==> config.mk <==
export PLATFORM = sky130hd
export DESIGN_NAME = shift_frame_sequencer
export DESIGN_NICKNAME = d
export VERILOG_FILES = /design/src/rtl/shift_frame_sequencer.sv
export SDC_FILE = /design/constraint.sdc
export NUM_CORES = 1
export LEC_CHECK = 0
export ABC_AREA = 1
export CORE_MARGIN = 4
export CORE_UTILIZATION = 55
export DETAILED_ROUTE_END_ITERATION = 12
export PLACE_DENSITY_LB_ADDON = 0.1
export RECOVER_POWER = 25
export REMOVE_ABC_BUFFERS = 1
export SLEW_MARGIN = 5
export SYNTH_ARGS = -nofsm -noshare
export SYNTH_HDL_FRONTEND = slang
export SYNTH_SLANG_ARGS = --single-unit
==> constraint.sdc <==
create_clock -name i_clk -period 2.3 [get_ports i_clk]
set_input_delay 0.575 -clock i_clk [delete_from_list [all_inputs] [get_ports i_clk]]
set_output_delay 0.575 -clock i_clk [all_outputs]
set_load 0.005 [all_outputs]
==> src/rtl/shift_frame_sequencer.sv <==
// Sends a multi-byte frame through an 8-bit serial shift register, MSB byte first,
// pacing it with a divided strobe and finishing with a storage-latch pulse.
module shift_frame_sequencer #(
  parameter int NUM_BYTES = 2,
  parameter int CLK_DIV   = 4,
  parameter int LATCH_STB = 2
) (
  input  logic                   i_clk,
  input  logic                   i_reset_n,
  input  logic                   i_refresh_stb,
  input  logic [8*NUM_BYTES-1:0] i_frame_data,
  output logic                   o_busy,
  output logic                   o_done_stb,
  output logic                   o_sr_clk_stb,
  output logic                   o_sr_start_stb,
  output logic [7:0]             o_sr_data,
  input  logic                   i_sr_busy,
  output logic                   o_latch
);

  localparam int DIV_W = $clog2(CLK_DIV);
  localparam int IDX_W = (NUM_BYTES > 1) ? $clog2(NUM_BYTES) : 1;
  localparam int LAT_W = (LATCH_STB > 1) ? $clog2(LATCH_STB) : 1;
  localparam logic [DIV_W-1:0] DIV_LAST  = DIV_W'(CLK_DIV - 1);
  localparam logic [IDX_W-1:0] IDX_FIRST = IDX_W'(NUM_BYTES - 1);
  localparam logic [LAT_W-1:0] LAT_LAST  = LAT_W'(LATCH_STB - 1);
  localparam logic [1:0]       WAIT_LAST = 2'd3;

  typedef enum logic [2:0] {
    S_IDLE      = 3'd0,
    S_START     = 3'd1,
    S_WAIT_BUSY = 3'd2,
    S_WAIT_DONE = 3'd3,
    S_LATCH     = 3'd4,
    S_DONE      = 3'd5
  } state_t;

  state_t                 r_state;
  logic [DIV_W-1:0]       r_div;
  logic [IDX_W-1:0]       r_idx;
  logic [8*NUM_BYTES-1:0] r_buf;
  logic                   r_pend;
  logic [1:0]             r_wait;
  logic [LAT_W-1:0]       r_lcnt;
  logic                   r_busy;
  logic                   r_done;
  logic                   r_clk_stb;
  logic                   r_start;
  logic [7:0]             r_sr_data;
  logic                   r_latch;

  state_t                 w_state_nxt;
  logic [DIV_W-1:0]       w_div_nxt;
  logic [IDX_W-1:0]       w_idx_nxt;
  logic [8*NUM_BYTES-1:0] w_buf_nxt;
  logic                   w_pend_nxt;
  logic [1:0]             w_wait_nxt;
  logic [LAT_W-1:0]       w_lcnt_nxt;
  logic                   w_stb;

  assign w_stb     = (r_div == DIV_LAST);
  assign w_div_nxt = w_stb ? '0 : r_div + DIV_W'(1);

  // Next-state, byte index, frame capture and pending-request logic
  always_comb begin
    w_state_nxt = r_state;
    w_idx_nxt   = r_idx;
    w_buf_nxt   = r_buf;
    w_pend_nxt  = r_pend;
    w_wait_nxt  = r_wait;
    w_lcnt_nxt  = r_lcnt;
    case (r_state)
      S_IDLE: begin
        if (i_refresh_stb || r_pend) begin
          w_buf_nxt   = i_frame_data;
          w_idx_nxt   = IDX_FIRST;
          w_pend_nxt  = 1'b0;
          w_state_nxt = S_START;
        end else begin
          w_state_nxt = S_IDLE;
        end
      end
      S_START: begin
        w_wait_nxt  = 2'd0;
        w_state_nxt = S_WAIT_BUSY;
      end
      S_WAIT_BUSY: begin
        // A start the shift register never acknowledges is simply re-issued
        if (i_sr_busy) begin
          w_state_nxt = S_WAIT_DONE;
        end else if (r_wait == WAIT_LAST) begin
          w_state_nxt = S_START;
        end else begin
          w_wait_nxt = r_wait + 2'd1;
        end
      end
      S_WAIT_DONE: begin
        if (i_sr_busy) begin
          w_state_nxt = S_WAIT_DONE;
        end else if (r_idx == '0) begin
          w_lcnt_nxt  = '0;
          w_state_nxt = S_LATCH;
        end else begin
          w_idx_nxt   = r_idx - IDX_W'(1);
          w_state_nxt = S_START;
        end
      end
      S_LATCH: begin
        if (!w_stb) begin
          w_state_nxt = S_LATCH;
        end else if (r_lcnt == LAT_LAST) begin
          w_state_nxt = S_DONE;
        end else begin
          w_lcnt_nxt = r_lcnt + LAT_W'(1);
        end
      end
      S_DONE: begin
        w_state_nxt = S_IDLE;
      end
      default: begin
        w_state_nxt = S_IDLE;
      end
    endcase
    if ((r_state != S_IDLE) && i_refresh_stb) begin
      w_pend_nxt = 1'b1;
    end else begin
      w_pend_nxt = w_pend_nxt;
    end
  end

  // State, datapath and registered outputs decoded from the next state
  always_ff @(posedge i_clk) begin
    if (!i_reset_n) begin
      r_state   <= S_IDLE;
      r_div     <= '0;
      r_idx     <= '0;
      r_buf     <= '0;
      r_pend    <= 1'b0;
      r_wait    <= 2'd0;
      r_lcnt    <= '0;
      r_busy    <= 1'b0;
      r_done    <= 1'b0;
      r_clk_stb <= 1'b0;
      r_start   <= 1'b0;
      r_sr_data <= 8'h00;
      r_latch   <= 1'b0;
    end else begin
      r_state   <= w_state_nxt;
      r_div     <= w_div_nxt;
      r_idx     <= w_idx_nxt;
      r_buf     <= w_buf_nxt;
      r_pend    <= w_pend_nxt;
      r_wait    <= w_wait_nxt;
      r_lcnt    <= w_lcnt_nxt;
      r_busy    <= (w_state_nxt != S_IDLE);
      r_done    <= (w_state_nxt == S_DONE);
      r_clk_stb <= (w_div_nxt == DIV_LAST);
      r_start   <= (w_state_nxt == S_START);
      r_sr_data <= w_buf_nxt[{w_idx_nxt, 3'b000} +: 8];
      r_latch   <= (w_state_nxt == S_LATCH);
    end
  end

  assign o_busy         = r_busy;
  assign o_done_stb     = r_done;
  assign o_sr_clk_stb   = r_clk_stb;
  assign o_sr_start_stb = r_start;
  assign o_sr_data      = r_sr_data;
  assign o_latch        = r_latch;

endmodule

* Word-level counts from Yosys, hierarchy flattened
Index checks and enable logic that the tools add are counted.
Word-level totals: bits in registers 39, bits of input ports 20, output and inout port bits 13, word-level logic and storage cells 71
Operators by class: add/sub/neg operators 4, equality and inequality tests 15, shift-type cells 1, mux-type cells 26, reductions and logical operators 12
Operators with widths (number):
- 16-bit two-way mux | 2
- 3-bit two-way mux | 6
- 16-bit by 5-bit indexed part select with 8-bit output | 1
- 3-bit one-hot mux with 5 select lines | 1
- 1-bit two-way mux | 11
- 2-bit inequality test, second input constant | 5
- 3-bit == test, second input constant | 3
- 2-bit nonzero test | 4
- 2-bit == test, second input constant | 3
- 3-bit by 1-bit == test with 1-bit output, second input constant | 2
- 3-bit by 2-bit == test with 1-bit output, second input constant | 2
- 2-bit two-way mux | 3
- 3-bit nonzero test | 2
- 2-bit by 1-bit adder with 2-bit output, second input constant | 2
- 1-bit one-hot mux with 2 select lines | 2
- 2-bit one-hot mux with 2 select lines | 1
- 4-bit AND reduction | 1
- 3-bit logical NOT | 1
- 3-bit AND reduction | 1
- 2-bit AND reduction | 1
- 1-bit adder, second input constant | 1
- 1-bit logical AND | 1
- 1-bit logical OR | 1
- 1-bit subtractor, second input constant | 1

* Logic depth before layout (Yosys ltp)
Gate-level depths: netlist of run 1.
depth in word-level cells 5, mapped depth 9, depth with buffers taken out 9

* Worst setup path before layout of run 1
OpenSTA, ideal clock, no wires.
path type input-to-reg, start in i_refresh_stb, end reg r_sr_data[6] (netlist: o_sr_data[6]), library setup time 0.109 ns, data arrival time 1.305 ns, data required time 2.191 ns, setup slack 0.886 ns, stages on the path 8, buffers on the path 1, cells stage by stage inv_1 > nand2_2 > nand3_4 > buf_6 > o21ai_2 > nand2_1 > nand2_1 > inv_1
On the way: word-level cells in the longest chain between the ends 4, elaborated cells between the ends (all ways) 6, those cells by class 1 x shift; 4 x mux; 1 x reduce/logical
Ends and longest elaborated chain:
- from (decl) | RTL line 10 | input logic i_refresh_stb,
- 1-bit logical OR * | RTL line 74 | if (i_refresh_stb || r_pend) begin
- 1-bit two-way mux / 16-bit two-way mux (equally long branches) | RTL line 74
- 1-bit one-hot mux with 2 select lines / 16-bit two-way mux (equally long branches) | RTL line 72 | case (r_state)
- 16-bit by 5-bit indexed part select with 8-bit output * | RTL line 159 | r_sr_data <= w_buf_nxt[{w_idx_nxt, 3'b000} +: 8];
- to (signal assigned) | RTL line 159
- to (decl) | RTL line 49 | logic [7:0] r_sr_data;
Every way passes the cells marked *; elsewhere a longest branch is shown, timed or not. A chain may end at the register's enable or synchronous reset.

* Worst setup path after layout of run 1
start reg r_sr_data[1] (netlist: o_sr_data[1]), end out o_sr_data[1]
RTL lines:
- to (decl) | RTL line 16 | output logic [7:0] o_sr_data,
No word-level cell between the ends.

==> results of run 1 <==
-- cell type report --
type	count	area [um2]	area share [%]
repair buffers	36	359	16.3
inverters	57	214	9.70
flip-flops and latches	39	781	35.4
multi-input cells	131	727	33.0
well taps	44	55.1	2.50
clock buffers	8	68.8	3.12
-- Yosys cell counts --
| cell type | count | share of area [%] |
|---|---|---|
| nand3_4 | 1 | 0.99 |
| o21ai_1 | 1 | 0.28 |
| nor2_1 | 16 | 3.4 |
| nor2_2 | 3 | 1.1 |
| nand2_4 | 1 | 0.64 |
| o211ai_1 | 1 | 0.43 |
| inv_2 | 1 | 0.21 |
| clkbuf_1 | 1 | 0.21 |
| nand3_2 | 8 | 4.5 |
| nand2_2 | 13 | 4.6 |
| a21oi_1 | 5 | 1.4 |
| nand2_1 | 51 | 11 |
| ha_1 | 3 | 2.1 |
| buf_2 | 2 | 0.57 |
| or2_2 | 1 | 0.36 |
| nand4_2 | 1 | 0.71 |
| dfxtp_1 | 39 | 44 |
| inv_1 | 56 | 12 |
| nor3_1 | 1 | 0.28 |
| nor2_4 | 1 | 0.64 |
| nand4_1 | 9 | 3.2 |
| o21ai_0 | 2 | 0.57 |
| buf_6 | 2 | 1.3 |
| nand3_1 | 5 | 1.4 |
| o21ai_2 | 8 | 4.0 |
-- worst min path at each step --
stage / end / startpoint / cells after the start
2_1_floorplan: r_div[0] / r_div[0] / 1
5_1_grt: r_div[0] / r_div[0] / 1
3_5_place_dp: r_div[0] / r_div[0] / 1
4_1_cts: r_div[0] / r_div[0] / 1
3_3_place_gp: r_div[0] / r_div[0] / 1
6_report: r_div[0] / r_div[0] / 1
-- kinds of logic after synthesis --
| kind of cell | count (synthesis) | synth area share [%] |
|---|---|---|
| simple gates | 111 | 32.7 |
| buf+inv | 62 | 14.2 |
| flops | 39 | 44.3 |
| compound gates | 17 | 6.67 |
| fa+ha+maj | 3 | 2.13 |
-- routing by layer --
layer  vias up  wire length (um)  global-route usage, %
met5         -                 0                      0
met4         0                76                   9.76
met3         8               100                   4.16
met2        21              1610                   30.5
met1       651              1670                   22.2
li1        774                 -                      -
-- power by group --
group / switching, mW / internal, mW / total, mW
logic: 0.288 / 0.245 / 0.533
registers: 0.0445 / 0.782 / 0.827
clock network: 0.213 / 0.180 / 0.393
-- per-stage QoR --
stage          setup WS [ns]  std cells  hold slack [ns]
6_report               0.504        315            0.468
2_1_floorplan          0.694        227            0.427
3_5_place_dp           0.336        307            0.455
4_1_cts                0.482        315            0.471
5_1_grt                0.471        315            0.480
3_3_place_gp           0.344        307            0.447
-- state kept, by name (all words and copies together) (netlist names) --
signal and flops:
r_buf 16, o_sr_data 8, r_state 3, r_div 2, r_wait 2, o_busy 1
o_done_stb 1, o_latch 1, o_sr_clk_stb 1, o_sr_start_stb 1, r_idx 1, r_lcnt 1
r_pend 1
==> impl_metrics.csv, run 1 <==
group,metric,value,unit
floorplanning,dieArea,4180,um2
floorplanning,core-area,3050,um2
yosys,postSynthCellCount,232,
worst_setup_path,worstPathArrival,1.22,ns
clocking,tritoncts,"yes",
global_routing,grt_usage,18.5,%
power_and_ir_drop,p_leak,1.16,nW
finish,nets,293,
floorplanning,die_h,64.6,um
route,totalWireLength,3450,um
finish,fin_area,2200,um2
route,vias,1454,
finish,final_cell_mix,"inv_1 (56), nand2_1 (51), dfxtp_1 (39), clkdlybuf4s50_1 (31), nor2_1 (16)",
worst_setup_path,worst_path_max_delay_cell,"clkdlybuf4s50_1",
placement,port_buffers,32,
worst_setup_path,critical-path-top-delay-family,"buffers and inverters",
worst_hold_path,hold_path.class,"reg -> reg",
placement,gp_congestion,0.806,
yosys,yosysWarningCount,0,
global_routing,grt_first_pass_wirelength,5840,um
floorplanning,initial_utilization,57.7,%
timing,setup_viol,0,
floorplanning,die_w,64.6,um
finish,fillerInstances,269,
clocking,clock_latency,0.35,ns
global_routing,grt_max_degree,19,
timing,skew,0.0118,ns
clocking,cts_buffers,5,
yosys,syn_area_per_cell,7.60,um2
finish,area_growth,25.1,%
route,avgViaCountPerCell,4.62,
worst_setup_path,r2r_end,"o_sr_data[7]",
route,final_antenna_net_count,0,
route,first_iter_violations,81,
worst_setup_path,required,1.73,ns
clocking,cts_root_buf,"clkbuf_4",
timing,hold_viol_final,0,
clocking,ctsHoldBuffers,0,
worst_setup_path,worstRegToRegCells,7,
run,maxCapViolations,0,
worst_setup_path,critical_path_class,"reg -> out",
power_and_ir_drop,total_power,1.75,mW
yosys,syn_area,1760,um2
status,status,"complete, no violations",
finish,final_common_cell,"inv_1",
finish,final_util,72.2,%
worst_setup_path,slowest_delay,0.51,ns
global_routing,antenna_found_initial,0,
clocking,clk_pin_slew,0.11,ns
power_and_ir_drop,irDropWorstVdd,0.000540,V
route,wl_per_cell,11.0,um
timing,relSlewSlack,67.0,%
timing,slew_viol_final,0,
finish,drive_gt1_share,17.3,%
clocking,cts.sinks,39,
clocking,cts.htree.levels,2,
clocking,clockBufferDepth,2,
timing,rsz0062_at_grt,"no",
power_and_ir_drop,power_density,795,nW/um2
clocking,cts_setup_buffers,0,
worst_setup_path,cp.depth,1,
timing,fmax,557,MHz
floorplanning,std_cell_rows,20,
clocking,ctsResizeCount,0,
timing,setup_tns,0,ns
worst_setup_path,crit_buf_inv,1,
yosys,synth-seq-cells,39,
timing,worst_pin_slew,0.495,ns
yosys,seq_area_frac_synth,44.3,%
worst_setup_path,rrSetupSlack,0.75,ns
worst_setup_path,crit_path_start_kind,"register",
floorplanning,ios,33,
worst_setup_path,crit_path_cell_trace,"clkdlybuf4s50_1",
placement,placed_cell_area,2140,um2
worst_setup_path,worstPathMaxFanout,1,
route,drcViolationCount,0,
global_routing,grt_pass1_vias,1338,
yosys,synth_cell_type_count,25,
worst_setup_path,end_kind,"output port",
timing,finalCritPeriodShare,78.1,%
finish,n_antenna_cell,0,
worst_setup_path,reg2reg_from,"r_state[0]",
route,drtPass1Iterations,4,
placement,hpwl,2540,um
worst_setup_path,crit_start,"o_sr_data[1]",
worst_setup_path,endpoint,"o_sr_data[1]",
timing,min_period,1.80,ns
global_routing,overflow,0,
Power figures use the tool's default switching activity.
==> run 2, diff against run 1 <==
--- a/config.mk
+++ b/config.mk
@@ -7,7 +7,7 @@
 export LEC_CHECK = 0
 export ABC_AREA = 1
 export CORE_MARGIN = 4
-export CORE_UTILIZATION = 55
+export CORE_UTILIZATION = 46
 export DETAILED_ROUTE_END_ITERATION = 12
 export PLACE_DENSITY_LB_ADDON = 0.1
 export RECOVER_POWER = 25
==> constraint.sdc (replaced) <==
create_clock -name i_clk -period 1.6 [get_ports i_clk]
set_input_delay 0.4 -clock i_clk [delete_from_list [all_inputs] [get_ports i_clk]]
set_output_delay 0.4 -clock i_clk [all_outputs]
set_load 0.005 [all_outputs]
==> impl_metrics.csv, run 2 (synthesis gave the netlist of run 1 again) <==
group,metric,value,unit
status,status,"complete, no violations",
timing,min_period,1.53,ns
global_routing,grt_max_degree,18,
floorplanning,die_w,69.9,um
clocking,cts.htree.levels,2,
placement,gp_congestion,0.800,
finish,fin_area,2300,um2
global_routing,grt_pass1_vias,1301,
finish,n_antenna_cell,0,
route,first_iter_violations,66,
timing,relSlewSlack,69.8,%
placement,dpl_worst_slack,-0.0865,ns
floorplanning,ios,33,
worst_setup_path,end_kind,"output port",
worst_setup_path,critical_path_class,"reg -> out",
worst_setup_path,worstPathArrival,1.13,ns
finish,multiInputGateArea,717,um2
clocking,clock_latency,0.29,ns
global_routing,antenna_found_initial,0,
worst_hold_path,hold_path.class,"reg -> reg",
timing,setup_tns,0,ns
clocking,ctsHoldBuffers,0,
placement,port_buffers,32,
route,drtPass1Iterations,4,
power_and_ir_drop,pwr-share-comb,28.4,%
clocking,tritoncts,"yes",
route,avgViaCountPerCell,4.45,
timing,finalCritPeriodShare,95.6,%
worst_setup_path,crit_buf_inv,1,
route,drcViolationCount,0,
timing,skew,0.00304,ns
finish,final_cell_count_no_fill,323,
finish,regArea,781,um2
power_and_ir_drop,clkPwrFrac,29.7,%
timing,whs,0.471,ns
clocking,ctsResizeCount,0,
floorplanning,core-area,3690,um2
finish,nets,297,
route,final_antenna_net_count,0,
clocking,cts_root_buf,"clkbuf_8",
global_routing,grt_usage,14.7,%
power_and_ir_drop,total_power,2.83,mW
timing,fin_ws,0.0699,ns
power_and_ir_drop,swShare,28.6,%
clocking,cts_buffers,5,
floorplanning,initial_utilization,47.8,%
finish,drive_gt1_share,18.2,%
finish,final_cell_mix,"inv_1 (56), nand2_1 (53), dfxtp_1 (39), clkdlybuf4s50_1 (30), nor2_1 (16)",
clocking,cts_setup_buffers,0,
worst_setup_path,crit_path_start_kind,"register",
global_routing,overflow,0,
floorplanning,dieArea,4890,um2
placement,placed_cells_incl_taps,315,
worst_setup_path,crit_path_cell_trace,"clkdlybuf4s50_1",
run,maxCapViolations,0,
power_and_ir_drop,power_density,1230,nW/um2
clocking,cts.sinks,39,
worst_setup_path,critical-path-top-delay-family,"buffers and inverters",
power_and_ir_drop,switchingPower,0.809,mW
worst_setup_path,required,1.20,ns
placement,placed_cell_area,2200,um2
power_and_ir_drop,p_int,2.02,mW
power_and_ir_drop,p_leak,1.21,nW
worst_setup_path,worstPathMaxFanout,1,
finish,fillerInstances,352,
finish,final_util,62.5,%
finish,area_growth,30.7,%
power_and_ir_drop,irDropWorstVdd,0.000606,V
clocking,clockBufferDepth,2,
clocking,clk_pin_slew,0.08,ns
worst_setup_path,worst_path_max_delay_cell,"clkdlybuf4s50_1",
placement,hpwl,2520,um
timing,worst_pin_slew,0.453,ns
finish,regMostFlops,"r_buf",
worst_setup_path,slowest_delay,0.50,ns
finish,final_common_cell,"inv_1",
finish,largest_reg_flops,16,
timing,setup_viol,0,
power_and_ir_drop,seqPwrFrac,41.8,%
timing,slew_viol_final,0,
floorplanning,std_cell_rows,22,
timing,rsz0062_at_grt,"no",
route,wl_per_cell,10.4,um
global_routing,grt_first_pass_wirelength,5770,um
timing,hold_viol_final,0,
floorplanning,die_h,69.9,um
route,vias,1437,
route,totalWireLength,3370,um
timing,fmax,654,MHz
-- run 2: cell type report --
type | count | area share (%)
well taps | 48 | 2.61
flip-flops and latches | 39 | 33.9
repair buffers | 40 | 18.0
multi-input cells | 131 | 31.1
clock inverters | 2 | 1.52
inverters | 57 | 9.28
clock buffers | 6 | 3.58
-- run 2: worst paths after layout --
| path | cells after the start | end | from | slack, ns |
|---|---|---|---|---|
| worst min-delay path | 1 | r_div[0] | r_div[0] | 0.47 |
| worst min register to register | 1 | r_div[0] | r_div[0] | 0.47 |
| worst max register to register | 6 | o_busy | r_state[2] | 0.18 |
| worst max-delay path | 1 | o_sr_data[0] | o_sr_data[0] | 0.07 |
-- run 2: power groups by stage --
stage / clock network, mW / logic, mW / registers, mW
4_1_cts: 0.862 / 0.831 / 1.19
3_5_place_dp: 0 / 0.826 / 1.21
6_report: 0.843 / 0.805 / 1.19
5_1_grt: 0.897 / 0.904 / 1.20
3_3_place_gp: 0 / 0.816 / 1.20
2_1_floorplan: 0 / 0.457 / 1.20
-- run 2: per-layer routing --
layer	up-vias	global-route usage (%)	share of wire, %
li1	781	-	-
met1	625	19.8	49
met2	27	22.6	45
met3	4	4.89	5.0
met4	0	3.83	0.92
met5	-	0	0
-- run 2: worst reg2reg max path, stage by stage (launching register included) --
cell and delay (ns):
dfxtp_1 0.44, inv_2 0.15, nand3_4 0.13, clkbuf_2 0.25, nand4_2 0.15, nand2_1 0.13
nand2_1 0.06
==> run 3, diff against run 2 <==
--- a/config.mk
+++ b/config.mk
@@ -6,7 +6,6 @@
 export NUM_CORES = 1
 export LEC_CHECK = 0
 export ABC_AREA = 1
-export CORE_MARGIN = 4
 export CORE_UTILIZATION = 46
 export DETAILED_ROUTE_END_ITERATION = 12
 export PLACE_DENSITY_LB_ADDON = 0.1
==> impl_metrics.csv, run 3 (synthesis gave the netlist of run 1 again) <==
group,metric,value,unit
run,maxCapViolations,0,
route,drcViolationCount,0,
finish,n_antenna_cell,0,
timing,setup_viol,0,
clocking,cts.htree.levels,2,
worst_setup_path,crit_path_cell_trace,"clkdlybuf4s50_1",
route,final_antenna_net_count,0,
worst_setup_path,crit_path_start_kind,"register",
timing,rsz0062_at_grt,"no",
global_routing,grt_usage,18.3,%
worst_setup_path,rrSetupSlack,0.22,ns
clocking,clk_pin_slew,0.07,ns
clocking,tritoncts,"yes",
clocking,ctsHoldBuffers,0,
floorplanning,die_w,63.9,um
worst_setup_path,required,1.20,ns
timing,relSlewSlack,67.9,%
finish,final_cell_mix,"inv_1 (56), nand2_1 (52), dfxtp_1 (39), clkdlybuf4s50_1 (31), nor2_1 (16)",
route,vias,1471,
timing,hold_viol_final,0,
clocking,clock_latency,0.29,ns
worst_setup_path,worstPathMaxFanout,1,
placement,gp_congestion,0.741,
worst_setup_path,crit_start,"o_sr_data[5]",
finish,regMostFlops,"r_buf",
clocking,clockBufferDepth,2,
global_routing,grt_first_pass_wirelength,5600,um
worst_hold_path,min_path_cells,1,
finish,final_common_cell,"inv_1",
clocking,cts_buffers,5,
worst_setup_path,worstRegToRegCells,7,
finish,fillerInstances,342,
worst_setup_path,worst_path_max_delay_cell,"clkdlybuf4s50_1",
timing,skew,0.00476,ns
placement,placed_cell_area,2240,um2
worst_setup_path,slowest_delay,0.50,ns
power_and_ir_drop,irDropWorstVdd,0.000630,V
timing,slew_viol_final,0,
timing,setup_tns,0,ns
route,wl_per_cell,9.98,um
global_routing,antenna_found_initial,0,
floorplanning,die_h,63.9,um
worst_setup_path,critical-path-top-delay-family,"buffers and inverters",
status,status,"complete, no violations",
finish,fin_area,2340,um2
finish,largest_reg_flops,16,
power_and_ir_drop,power_density,1190,nW/um2
worst_setup_path,r2r_end,"o_sr_data[0]",
route,totalWireLength,3260,um
finish,nets,302,
route,drtPass1Iterations,4,
floorplanning,ios,33,
worst_hold_path,min_from,"r_div[0]",
power_and_ir_drop,p_leak,1.22,nW
worst_setup_path,worstPathArrival,1.10,ns
clocking,cts_setup_buffers,0,
global_routing,grt_pass1_vias,1303,
finish,drive_gt1_share,19.7,%
clocking,cts_root_buf,"clkbuf_8",
floorplanning,dieArea,4080,um2
floorplanning,std_cell_rows,22,
worst_hold_path,hold_path.class,"reg -> reg",
finish,area_growth,32.6,%
global_routing,overflow,0,
worst_setup_path,end_kind,"output port",
worst_setup_path,critical_path_class,"reg -> out",
floorplanning,initial_utilization,48.2,%
timing,min_period,1.50,ns
route,avgViaCountPerCell,4.50,
clocking,cts.sinks,39,
timing,worst_pin_slew,0.480,ns
worst_setup_path,crit_buf_inv,1,
worst_setup_path,reg2reg_from,"r_state[0]",
route,first_iter_violations,49,
placement,port_buffers,32,
timing,fmax,668,MHz
clocking,ctsResizeCount,0,
floorplanning,core-area,3660,um2
timing,finalCritPeriodShare,93.6,%
placement,hpwl,2400,um
global_routing,grt_max_degree,14,
worst_hold_path,whs_endpoint,"r_div[0]",
[run 3: changes by cell type in the layout (fill, tap and decap cells not counted), sizes merged]
cell	change
buf	+5
clkdlybuf4s50	+1
clkinv	-1
dlygate4sd3	-1
[run 3: stage by stage]
stage          std cells  utilization (%)  setup slack [ns]  hold slack (ns)  power [mW]
5_1_grt              327             63.9            0.0464            0.491        2.97
2_1_floorplan        227                -             0.159            0.427        1.66
6_report             327             63.9             0.103            0.457        2.79
4_1_cts              327             64.0            0.0868            0.462        2.83
3_3_place_gp         320             61.2           -0.0682            0.444        2.02
3_5_place_dp         320             61.2            -0.124            0.451        2.04
[run 3: final cells by class]
type | count | area, um2 | share of cell area (%)
clock buffers | 6 | 72.6 | 3.10
flip-flops and latches | 39 | 781 | 33.4
multi-input cells | 131 | 729 | 31.2
clock inverters | 1 | 30.0 | 1.28
repair buffers | 45 | 452 | 19.3
inverters | 57 | 214 | 9.15
well taps | 48 | 60.1 | 2.57
[run 3: per-layer routing]
layer / share of wire, % / track usage (%) / vias up
met5: 0 / 0 / -
met4: 1.3 / 5.97 / 0
met3: 3.9 / 6.61 / 5
met2: 46 / 30.2 / 25
met1: 49 / 21.8 / 651
li1: - / - / 790
[run 3: worst max-delay path by stage]
stage                               to  slack, ns  depth (start not counted)
after floorplan           o_sr_data[0]       0.16                          7
after global placement    o_sr_data[4]      -0.07                          9
after detailed placement  o_sr_data[0]      -0.12                          9
after CTS                 o_sr_data[5]       0.09                          1
after global routing      o_sr_data[0]       0.05                          9
final                     o_sr_data[5]       0.10                          1
[run 3: report_power, final]
part | switching [mW] | leakage, nW | internal (mW)
Sequential | 0.0544 | 0.323 | 1.12
Clock | 0.327 | 0.0513 | 0.457
Combinational | 0.413 | 0.847 | 0.414
